==> src/rtl/serial_addsub_sched_if.sv <==
// rtl/serial_addsub_sched_if.sv - requester, FA-cell and response signals of the serial add/sub sequencer
//
// Purpose: bundles the two request channels, the external full-adder cell
// handshake and the response channel into one interface.
// Ports (signals):
//   req0_*/req1_* : valid/ready handshake, sub select, WIDTH-bit operands a/b
//   fa_*          : fa_valid/fa_a/fa_b/fa_ci to the FA cell, fa_ack/fa_s/fa_co back
//   rsp_*         : rsp_valid/rsp_ready handshake, rsp_id, WIDTH+1-bit rsp_y
// Modports: slave = sequencer side, master = environment side.

interface serial_addsub_sched_if #(
    parameter int WIDTH = 8,
    parameter int IDW   = 1
);
    logic             req0_valid;
    logic             req0_ready;
    logic             req0_sub;
    logic [WIDTH-1:0] req0_a;
    logic [WIDTH-1:0] req0_b;

    logic             req1_valid;
    logic             req1_ready;
    logic             req1_sub;
    logic [WIDTH-1:0] req1_a;
    logic [WIDTH-1:0] req1_b;

    logic             fa_valid;
    logic             fa_a;
    logic             fa_b;
    logic             fa_ci;
    logic             fa_ack;
    logic             fa_s;
    logic             fa_co;

    logic             rsp_valid;
    logic             rsp_ready;
    logic [IDW-1:0]   rsp_id;
    logic [WIDTH:0]   rsp_y;

    modport slave (
        input  req0_valid, req0_sub, req0_a, req0_b,
        output req0_ready,
        input  req1_valid, req1_sub, req1_a, req1_b,
        output req1_ready,
        output fa_valid, fa_a, fa_b, fa_ci,
        input  fa_ack, fa_s, fa_co,
        output rsp_valid, rsp_id, rsp_y,
        input  rsp_ready
    );

    modport master (
        output req0_valid, req0_sub, req0_a, req0_b,
        input  req0_ready,
        output req1_valid, req1_sub, req1_a, req1_b,
        input  req1_ready,
        input  fa_valid, fa_a, fa_b, fa_ci,
        output fa_ack, fa_s, fa_co,
        input  rsp_valid, rsp_id, rsp_y,
        output rsp_ready
    );
endinterface

==> src/rtl/serial_addsub_sched.sv <==
// rtl/serial_addsub_sched.sv - round-robin sequencer driving one shared full-adder cell bit-serially
//
// Purpose: accepts an add/sub request from one of two requesters, evaluates
// it one bit per FA handshake (LSB first) and returns {carry_out, sum}.
// Ports:
//   clk  : rising-edge clock
//   rst  : synchronous active-high reset; aborts any operation in flight
//   bus  : serial_addsub_sched_if.slave (request, FA-cell and response channels)

module serial_addsub_sched #(
    parameter int WIDTH = 8,
    parameter int IDW   = 1
) (
    input  logic                   clk,
    input  logic                   rst,
    serial_addsub_sched_if.slave   bus
);
    localparam int             IXW  = (WIDTH > 1) ? $clog2(WIDTH) : 1;
    localparam logic [IXW-1:0] LAST = IXW'(WIDTH - 1);

    typedef enum logic [1:0] {IDLE, EXEC, RESP} state_t;

    state_t           state;
    state_t           state_n;

    logic             rr;        // 1 = requester 1 wins a tie
    logic [WIDTH-1:0] a_r;
    logic [WIDTH-1:0] b_r;
    logic             sub_r;
    logic [IDW-1:0]   id_r;
    logic [IXW-1:0]   idx;
    logic             carry;
    logic [WIDTH:0]   y_r;
    logic             grant1;

    assign grant1      = bus.req1_valid && (!bus.req0_valid || rr);
    assign bus.rsp_y   = y_r;
    assign bus.rsp_id  = id_r;

    always_ff @(posedge clk) begin
        if (rst) begin
            state <= IDLE;
        end else begin
            state <= state_n;
        end
    end

    // FA outputs are gated by state so they read zero outside EXEC; during
    // EXEC they only change on an ack, which keeps them stable while waiting.
    always_comb begin
        state_n        = state;
        bus.req0_ready = 1'b0;
        bus.req1_ready = 1'b0;
        bus.fa_valid   = 1'b0;
        bus.fa_a       = 1'b0;
        bus.fa_b       = 1'b0;
        bus.fa_ci      = 1'b0;
        bus.rsp_valid  = 1'b0;
        case (state)
            IDLE: begin
                bus.req0_ready = bus.req0_valid && !grant1;
                bus.req1_ready = grant1;
                if (bus.req0_valid || bus.req1_valid) begin
                    state_n = EXEC;
                end
            end
            EXEC: begin
                bus.fa_valid = 1'b1;
                bus.fa_a     = a_r[idx];
                bus.fa_b     = b_r[idx] ^ sub_r;
                bus.fa_ci    = carry;
                if (bus.fa_ack && (idx == LAST)) begin
                    state_n = RESP;
                end
            end
            RESP: begin
                bus.rsp_valid = 1'b1;
                if (bus.rsp_ready) begin
                    state_n = IDLE;
                end
            end
            default: state_n = IDLE;
        endcase
    end

    always_ff @(posedge clk) begin
        if (rst) begin
            rr    <= 1'b0;
            a_r   <= '0;
            b_r   <= '0;
            sub_r <= 1'b0;
            id_r  <= '0;
            idx   <= '0;
            carry <= 1'b0;
            y_r   <= '0;
        end else begin
            case (state)
                IDLE: begin
                    if (bus.req0_ready || bus.req1_ready) begin
                        a_r   <= grant1 ? bus.req1_a   : bus.req0_a;
                        b_r   <= grant1 ? bus.req1_b   : bus.req0_b;
                        sub_r <= grant1 ? bus.req1_sub : bus.req0_sub;
                        // Subtraction is a + ~b + 1: the +1 enters as carry-in of bit 0.
                        carry <= grant1 ? bus.req1_sub : bus.req0_sub;
                        id_r  <= IDW'(grant1);
                        idx   <= '0;
                        y_r   <= '0;
                        rr    <= !grant1;
                    end
                end
                EXEC: begin
                    if (bus.fa_ack) begin
                        y_r[idx] <= bus.fa_s;
                        carry    <= bus.fa_co;
                        if (idx == LAST) begin
                            y_r[WIDTH] <= bus.fa_co;
                        end else begin
                            idx <= idx + IXW'(1);
                        end
                    end
                end
                default: ;
            endcase
        end
    end
endmodule

==> src/flat_wrapper.sv <==
// flat-port wrapper written by rule: the top's interface ports become plain ports
module serial_addsub_sched_flat 
#(
    parameter int WIDTH = 8,
    parameter int IDW   = 1
)
  (clk, rst, bus_req0_valid, bus_req0_sub, bus_req0_a, bus_req0_b, bus_req0_ready, bus_req1_valid, bus_req1_sub, bus_req1_a, bus_req1_b, bus_req1_ready, bus_fa_valid, bus_fa_a, bus_fa_b, bus_fa_ci, bus_fa_ack, bus_fa_s, bus_fa_co, bus_rsp_valid, bus_rsp_id, bus_rsp_y, bus_rsp_ready);
  serial_addsub_sched_if #(.WIDTH(WIDTH), .IDW(IDW)) bus_i ();
  input  logic clk;
  input  logic rst;
  input wire logic [$bits(bus_i.req0_valid)-1:0] bus_req0_valid;
  input wire logic [$bits(bus_i.req0_sub)-1:0] bus_req0_sub;
  input wire logic [$bits(bus_i.req0_a)-1:0] bus_req0_a;
  input wire logic [$bits(bus_i.req0_b)-1:0] bus_req0_b;
  output wire logic [$bits(bus_i.req0_ready)-1:0] bus_req0_ready;
  input wire logic [$bits(bus_i.req1_valid)-1:0] bus_req1_valid;
  input wire logic [$bits(bus_i.req1_sub)-1:0] bus_req1_sub;
  input wire logic [$bits(bus_i.req1_a)-1:0] bus_req1_a;
  input wire logic [$bits(bus_i.req1_b)-1:0] bus_req1_b;
  output wire logic [$bits(bus_i.req1_ready)-1:0] bus_req1_ready;
  output wire logic [$bits(bus_i.fa_valid)-1:0] bus_fa_valid;
  output wire logic [$bits(bus_i.fa_a)-1:0] bus_fa_a;
  output wire logic [$bits(bus_i.fa_b)-1:0] bus_fa_b;
  output wire logic [$bits(bus_i.fa_ci)-1:0] bus_fa_ci;
  input wire logic [$bits(bus_i.fa_ack)-1:0] bus_fa_ack;
  input wire logic [$bits(bus_i.fa_s)-1:0] bus_fa_s;
  input wire logic [$bits(bus_i.fa_co)-1:0] bus_fa_co;
  output wire logic [$bits(bus_i.rsp_valid)-1:0] bus_rsp_valid;
  output wire logic [$bits(bus_i.rsp_id)-1:0] bus_rsp_id;
  output wire logic [$bits(bus_i.rsp_y)-1:0] bus_rsp_y;
  input wire logic [$bits(bus_i.rsp_ready)-1:0] bus_rsp_ready;
  assign bus_i.req0_valid = bus_req0_valid;
  assign bus_i.req0_sub = bus_req0_sub;
  assign bus_i.req0_a = bus_req0_a;
  assign bus_i.req0_b = bus_req0_b;
  assign bus_req0_ready = bus_i.req0_ready;
  assign bus_i.req1_valid = bus_req1_valid;
  assign bus_i.req1_sub = bus_req1_sub;
  assign bus_i.req1_a = bus_req1_a;
  assign bus_i.req1_b = bus_req1_b;
  assign bus_req1_ready = bus_i.req1_ready;
  assign bus_fa_valid = bus_i.fa_valid;
  assign bus_fa_a = bus_i.fa_a;
  assign bus_fa_b = bus_i.fa_b;
  assign bus_fa_ci = bus_i.fa_ci;
  assign bus_i.fa_ack = bus_fa_ack;
  assign bus_i.fa_s = bus_fa_s;
  assign bus_i.fa_co = bus_fa_co;
  assign bus_rsp_valid = bus_i.rsp_valid;
  assign bus_rsp_id = bus_i.rsp_id;
  assign bus_rsp_y = bus_i.rsp_y;
  assign bus_i.rsp_ready = bus_rsp_ready;
  serial_addsub_sched #(.WIDTH(WIDTH), .IDW(IDW)) u_core (.clk(clk), .rst(rst), .bus(bus_i));
endmodule
==> config.mk <==
export PLATFORM = sky130hd
export DESIGN_NAME = serial_addsub_sched_flat
export DESIGN_NICKNAME = d
export VERILOG_FILES = /design/src/rtl/serial_addsub_sched_if.sv /design/src/rtl/serial_addsub_sched.sv /design/src/flat_wrapper.sv
export SDC_FILE = /design/constraint.sdc
export NUM_CORES = 1
export LEC_CHECK = 0
export ABC_AREA = 1
export BUFFER_PORTS_ARGS = -buffer_cell sky130_fd_sc_hd__buf_2
export CAP_MARGIN = 25
export CORE_MARGIN = 10
export CORE_UTILIZATION = 50
export CTS_BUF_LIST = sky130_fd_sc_hd__clkbuf_16
export CTS_CLUSTER_SIZE = 16
export DETAILED_ROUTE_END_ITERATION = 10
export PLACE_DENSITY = 0.78
export REMOVE_ABC_BUFFERS = 1
export SETUP_SLACK_MARGIN = 0.1
export SLEW_MARGIN = 15
export SYNTH_ARGS = -nofsm -noshare
export SYNTH_HDL_FRONTEND = slang
export SYNTH_SLANG_ARGS = --single-unit
==> constraint.sdc <==
create_clock -name clk -period 2.35 [get_ports clk]
set_input_delay 0.47 -clock clk [delete_from_list [all_inputs] [get_ports clk]]
set_output_delay 0.47 -clock clk [all_outputs]
set_load 0.02 [all_outputs]
==> Yosys cells after proc, flatten, opt, wreduce, memory -nomap -nowiden <==
Index checks and enable logic that the tools add are counted.
{ "op_classes": {"add_sub_neg": 1, "n_mul": 0, "div_mod_pow": 0, "n_lt_le_gt_ge": 3, "n_eq_ne": 9, "n_shift": 0, "n_mux": 32, "n_bitwise": 1, "n_reduce_logical": 15} }
{ "ops": {"columns": ["operator", "count"], "rows": [
  ["9-bit two-way mux", 2],
  ["9-bit case mux with 2 select lines", 1],
  ["8-bit two-way mux", 2],
  ["1-bit two-way mux", 14],
  ["9-bit bitwise mux", 1],
  ["3-bit two-way mux", 3],
  ["1-bit binary-select mux with 3-bit select", 2],
  ["2-bit two-way mux", 3],
  ["2-bit by 1-bit != test with 1-bit output (second input constant)", 3],
  ["2-bit != test (second input constant)", 3],
  ["2-bit case mux with 3 select lines", 1],
  ["3-bit case mux with 2 select lines", 1],
  ["3-bit AND reduction", 2],
  ["3-bit by 5-bit < comparator with 1-bit output (second input constant)", 1],
  ["1-bit logical AND", 4],
  ["3-bit by 4-bit < comparator with 1-bit output (second input constant)", 1],
  ["4-bit AND reduction", 1],
  ["3-bit by 1-bit adder with 3-bit output (second input constant)", 1],
  ["1-bit demux with 3-bit select", 1],
  ["3-bit == test (second input constant)", 1],
  ["3-bit by 1-bit greater-or-equal comparator with 1-bit output (second input constant)", 1],
  ["1-bit logical OR", 3],
  ["2-bit by 1-bit == test with 1-bit output (second input constant)", 1],
  ["2-bit == test (second input constant)", 1],
  ["6 further kinds", 7]
]} }
{ "word_totals": {"regBits": 34, "latchBits": 0, "ramBits": 0, "mem_bits_ro": 0, "input_bits": 42, "word_cells": 70, "n_memories": 0} }

==> Logic depth before layout (Yosys ltp) <==
{ "depth": {"depth_word": 9, "mapped_depth": 10} }

==> Worst setup path before layout <==
Ideal clock, no wire load.
{ "synth_timing": {"kind": "reg-to-output", "from": "reg u_core.idx[0]", "to": "out bus_fa_b", "arrival_time_ps": 1233, "required_ps": 1880, "slack_ps": 647, "path_stages_with_launch": 11, "path_buffers": 1, "path_cell_list": "dfxtp_1 inv_1 buf_2 nand2_1 nand2_1 nand2_1 nand2_1 nand2_1 nand3_1 nand2_1 nor2_1"} }
{ "synth_between": {"elab_chain_len": 4} }
{ "synth_rtl": {"columns": ["item", "line_no", "source"], "rows": [
  ["start: declaration", "serial_addsub_sched.sv:31", "logic [IXW-1:0] idx;"],
  ["start signal: assignment", "serial_addsub_sched.sv:118", "idx <= idx + IXW'(1);"],
  ["1-bit binary-select mux with 3-bit select", "serial_addsub_sched.sv:70", "bus.fa_b = b_r[idx] ^ sub_r;"],
  ["1-bit two-way mux (implied by the code)", "serial_addsub_sched.sv:70", null],
  ["1-bit bitwise XOR", "serial_addsub_sched.sv:70", null],
  ["1-bit two-way mux", "serial_addsub_sched.sv:59", "case (state)"],
  ["end: declaration", "flat_wrapper.sv:23", "output wire logic [$bits(bus_i.fa_b)-1:0] bus_fa_b;"]
]} }
Every way passes these cells. The select of a mux whose other input is x is not followed.

==> Worst setup path in the final report <==
Same ends and word-level chain as after synthesis.

==> results.py <==
metrics = {
    "run_status": {
        "outcome": "finished, final reports clean",
    },
    "die": {
        "die_h_um": 82.62,
        "start_util_pct": 52.76,
        "rows": 22,
        "die_w_um": 82.62,
        "design.portCount": 59,
        "fp.dieArea_um2": 6826,
        "core_um2": 3716,
    },
    "worst_setup_path": {
        "start_kind": "flip-flop",
        "cp.arrival_ps": 1610,
        "critical_path_class": "flip-flop to output pin",
        "slowest_stage": "dfxtp_1",
        "r2r_start": "u_core.state[0]",
        "cp_max_fo": 13,
        "crit_chain": "inv_1 -> nand2_1 -> nand2_1 -> nand2_1 -> nand2_1 -> nand2_1 -> nand3_1 -> nand2_1 -> nor2_1 -> buf_2",
        "crit_path_start": "u_core.idx[0]",
        "crit_top_cell": "nand2_1",
        "slowest_delay_ps": 300,
        "cp-end-kind": "output pin",
        "required_ps": 1880,
    },
    "clock_network": {
        "cts-root-buf": "clkbuf_16",
        "post_cts_buffers": 0,
        "cts_resized": 0,
        "clkTransAtPathRegs_ps": 50,
        "cts_tree": "yes",
        "clock-sinks": 34,
        "clk_latency_ps": 280,
        "clk_path_buf_depth": 2,
        "numCtsBuffers": 5,
        "h-tree-depth": 2,
        "hold_buffers": 0,
    },
    "route": {
        "vias": 1982,
        "drc": 0,
        "dr.pass1.iters": 4,
        "vias_per_cell": 4.894,
        "drt-initial-drc-count": 125,
        "wl_per_cell_um": 11.94,
        "final_antenna_net_count": 0,
        "wl_mm": 4.835,
    },
    "flow_run": {
        "maxCapViolCount": 0,
    },
    "synth": {
        "synth_top_family_by_area": "simple AND/OR/NAND/NOR gates",
        "postSynthAreaPerCell_um2": 6.428,
        "synth_seq_cells": 34,
        "ys_types": 25,
        "synth_cells": 305,
        "yosysSeqAreaShare_pct": 34.72,
        "yosys_warnings": 0,
        "synthAdderAreaFrac_pct": 1.276,
        "synth_compound_area_share_pct": 14.17,
        "synth_mux_area_share_pct": 0,
        "synthSimpleGateAreaFrac_pct": 37.40,
        "synthesis.area_um2": 1961,
        "synth-xor-area-share_pct": 0,
    },
    "cells_and_area": {
        "layout_common_cells": "nand2_1 (86), buf_2 (58), nor2_1 (38), inv_1 (35), a21oi_1 (35)",
        "nFillCells": 358,
        "drive_gt1_share_pct": 22.97,
        "layout.nets": 400,
        "diodes": 0,
        "seqCellArea_um2": 681.9,
        "syn_to_final_growth_pct": 20.10,
        "design_area_um2": 2355,
        "multi_input_area_um2": 1036,
        "final_cells": 405,
        "postLayoutCoreUtil_pct": 63.37,
        "layout_commonest_cell": "nand2_1",
    },
    "global_routing": {
        "grt_max_degree": 20,
        "grt-ovfl-total": 0,
        "grt_util_all_layers_pct": 15.16,
        "grt_pass1_vias": 1947,
        "antenna_found_initial": 0,
        "grt_pass1_wl_mm": 8.362,
    },
    "timing": {
        "relSlewSlack_pct": 67.82,
        "hold_viol": 0,
        "holdWs_ps": 454.1,
        "setup_viol": 0,
        "max_freq_ghz": 0.4802,
        "period_share_pct": 88.62,
        "rsz0062_at_grt": "no",
        "setup_tns_ps": 0,
        "final_max_slew_viol_count": 0,
        "period_minus_slack_ps": 2083,
        "skew_ps": 5.576,
        "worst_pin_slew_ps": 482.2,
    },
    "power_and_ir_drop": {
        "pwr_density_cell_nw_per_um2": 816.5,
        "p_leak_uw": 0.001224,
        "vdd_drop_max_mv": 0.3577,
    },
    "placed_design": {
        "io_buffer_count": 58,
        "place_hpwl_mm": 3.628,
        "placedCellCount": 397,
        "finalWeightedCongestion": 0.8506,
        "post_dp_cell_area_um2": 2216,
    },
    "worst_hold_path": {
        "worst_hold_path_type": "primary input to flip-flop",
        "hold_path_startpoint": "bus_req0_b[6]",
    },
}
==> metrics by stage <==
step / worst slack (ps) / power [uW]
finish: 267.4 / 1923
CTS: 240.1 / 1935
global route: 103.3 / 2045
detailed placement: 550.1 / 1313
global placement: 577.3 / 1300
floorplan: 482.5 / 1138
==> power by group <==
group          internal, uW  switching, uW  leakage, uW  total [uW]
Sequential              659           53.9     0.000280         713
Clock                   382            239    0.0000724         621
Combinational           204            385     0.000872         589
==> state kept, by name (all words and copies together), names as in the netlist <==
signal / cells
u_core.rr: 1
u_core.idx: 3
u_core.state: 2
u_core.b_r: 8
u_core.a_r: 8
u_core.sub_r: 1
u_core.bus.rsp_y: 9
u_core.carry: 1
u_core.bus.rsp_id: 1
==> synth_stat cells (all sizes together) <==
cell / instances / area share [%]
nand2: 92 / 19
nor2: 39 / 7.8
inv: 37 / 7.2
a21oi: 35 / 8.9
dfxtp: 34 / 35
nand3: 26 / 8.6
buf: 13 / 4.8
o21ai: 10 / 2.6
a31oi: 6 / 1.9
nand4: 3 / 0.96
nor3: 3 / 0.77
a22oi: 2 / 0.77
clkbuf: 2 / 0.38
ha: 2 / 1.3
nand3b: 1 / 0.38
==> cell families after synthesis <==
family,after synthesis
AND/OR/NAND/NOR,164
AO/OA/AOI/OAI,53
buffers and inverters,52
adder cells (fa/ha/maj),2
flip-flops,34
==> final timing paths <==
path,to,slack (ps),cells past startpoint
min reg2reg,u_core.bus.rsp_y[8],460,2
min,u_core.b_r[6],450,3
max,bus_fa_b,270,10
max reg2reg,u_core.idx[1],740,7
==> layout make-up <==
class / count / area share, %
Sequential cell: 34 / 28.96
Clock buffer: 5 / 5.313
Inverter: 37 / 6.004
Tap cell: 48 / 2.550
Timing Repair Buffer: 59 / 12.65
Multi-Input combinational cell: 219 / 44.00
Clock inverter: 3 / 0.5313
==> worst max-delay path: cells and delay by family, from the launching register on <==
family / cells / cell delay, ps
buf+inv: 2 / 460
flops: 1 / 300
simple gates: 8 / 570
==> routing by layer <==
layer / track usage (%) / vias up / part of all wire (%)
met1: 17.90 / 859 / 45
met5: 0 / - / 0
met4: 5.351 / 0 / 1.4
met3: 5.724 / 7 / 7.6
li1: - / 1071 / -
met2: 24.65 / 45 / 46
No activity file was read; power rests on OpenSTA's default activity.
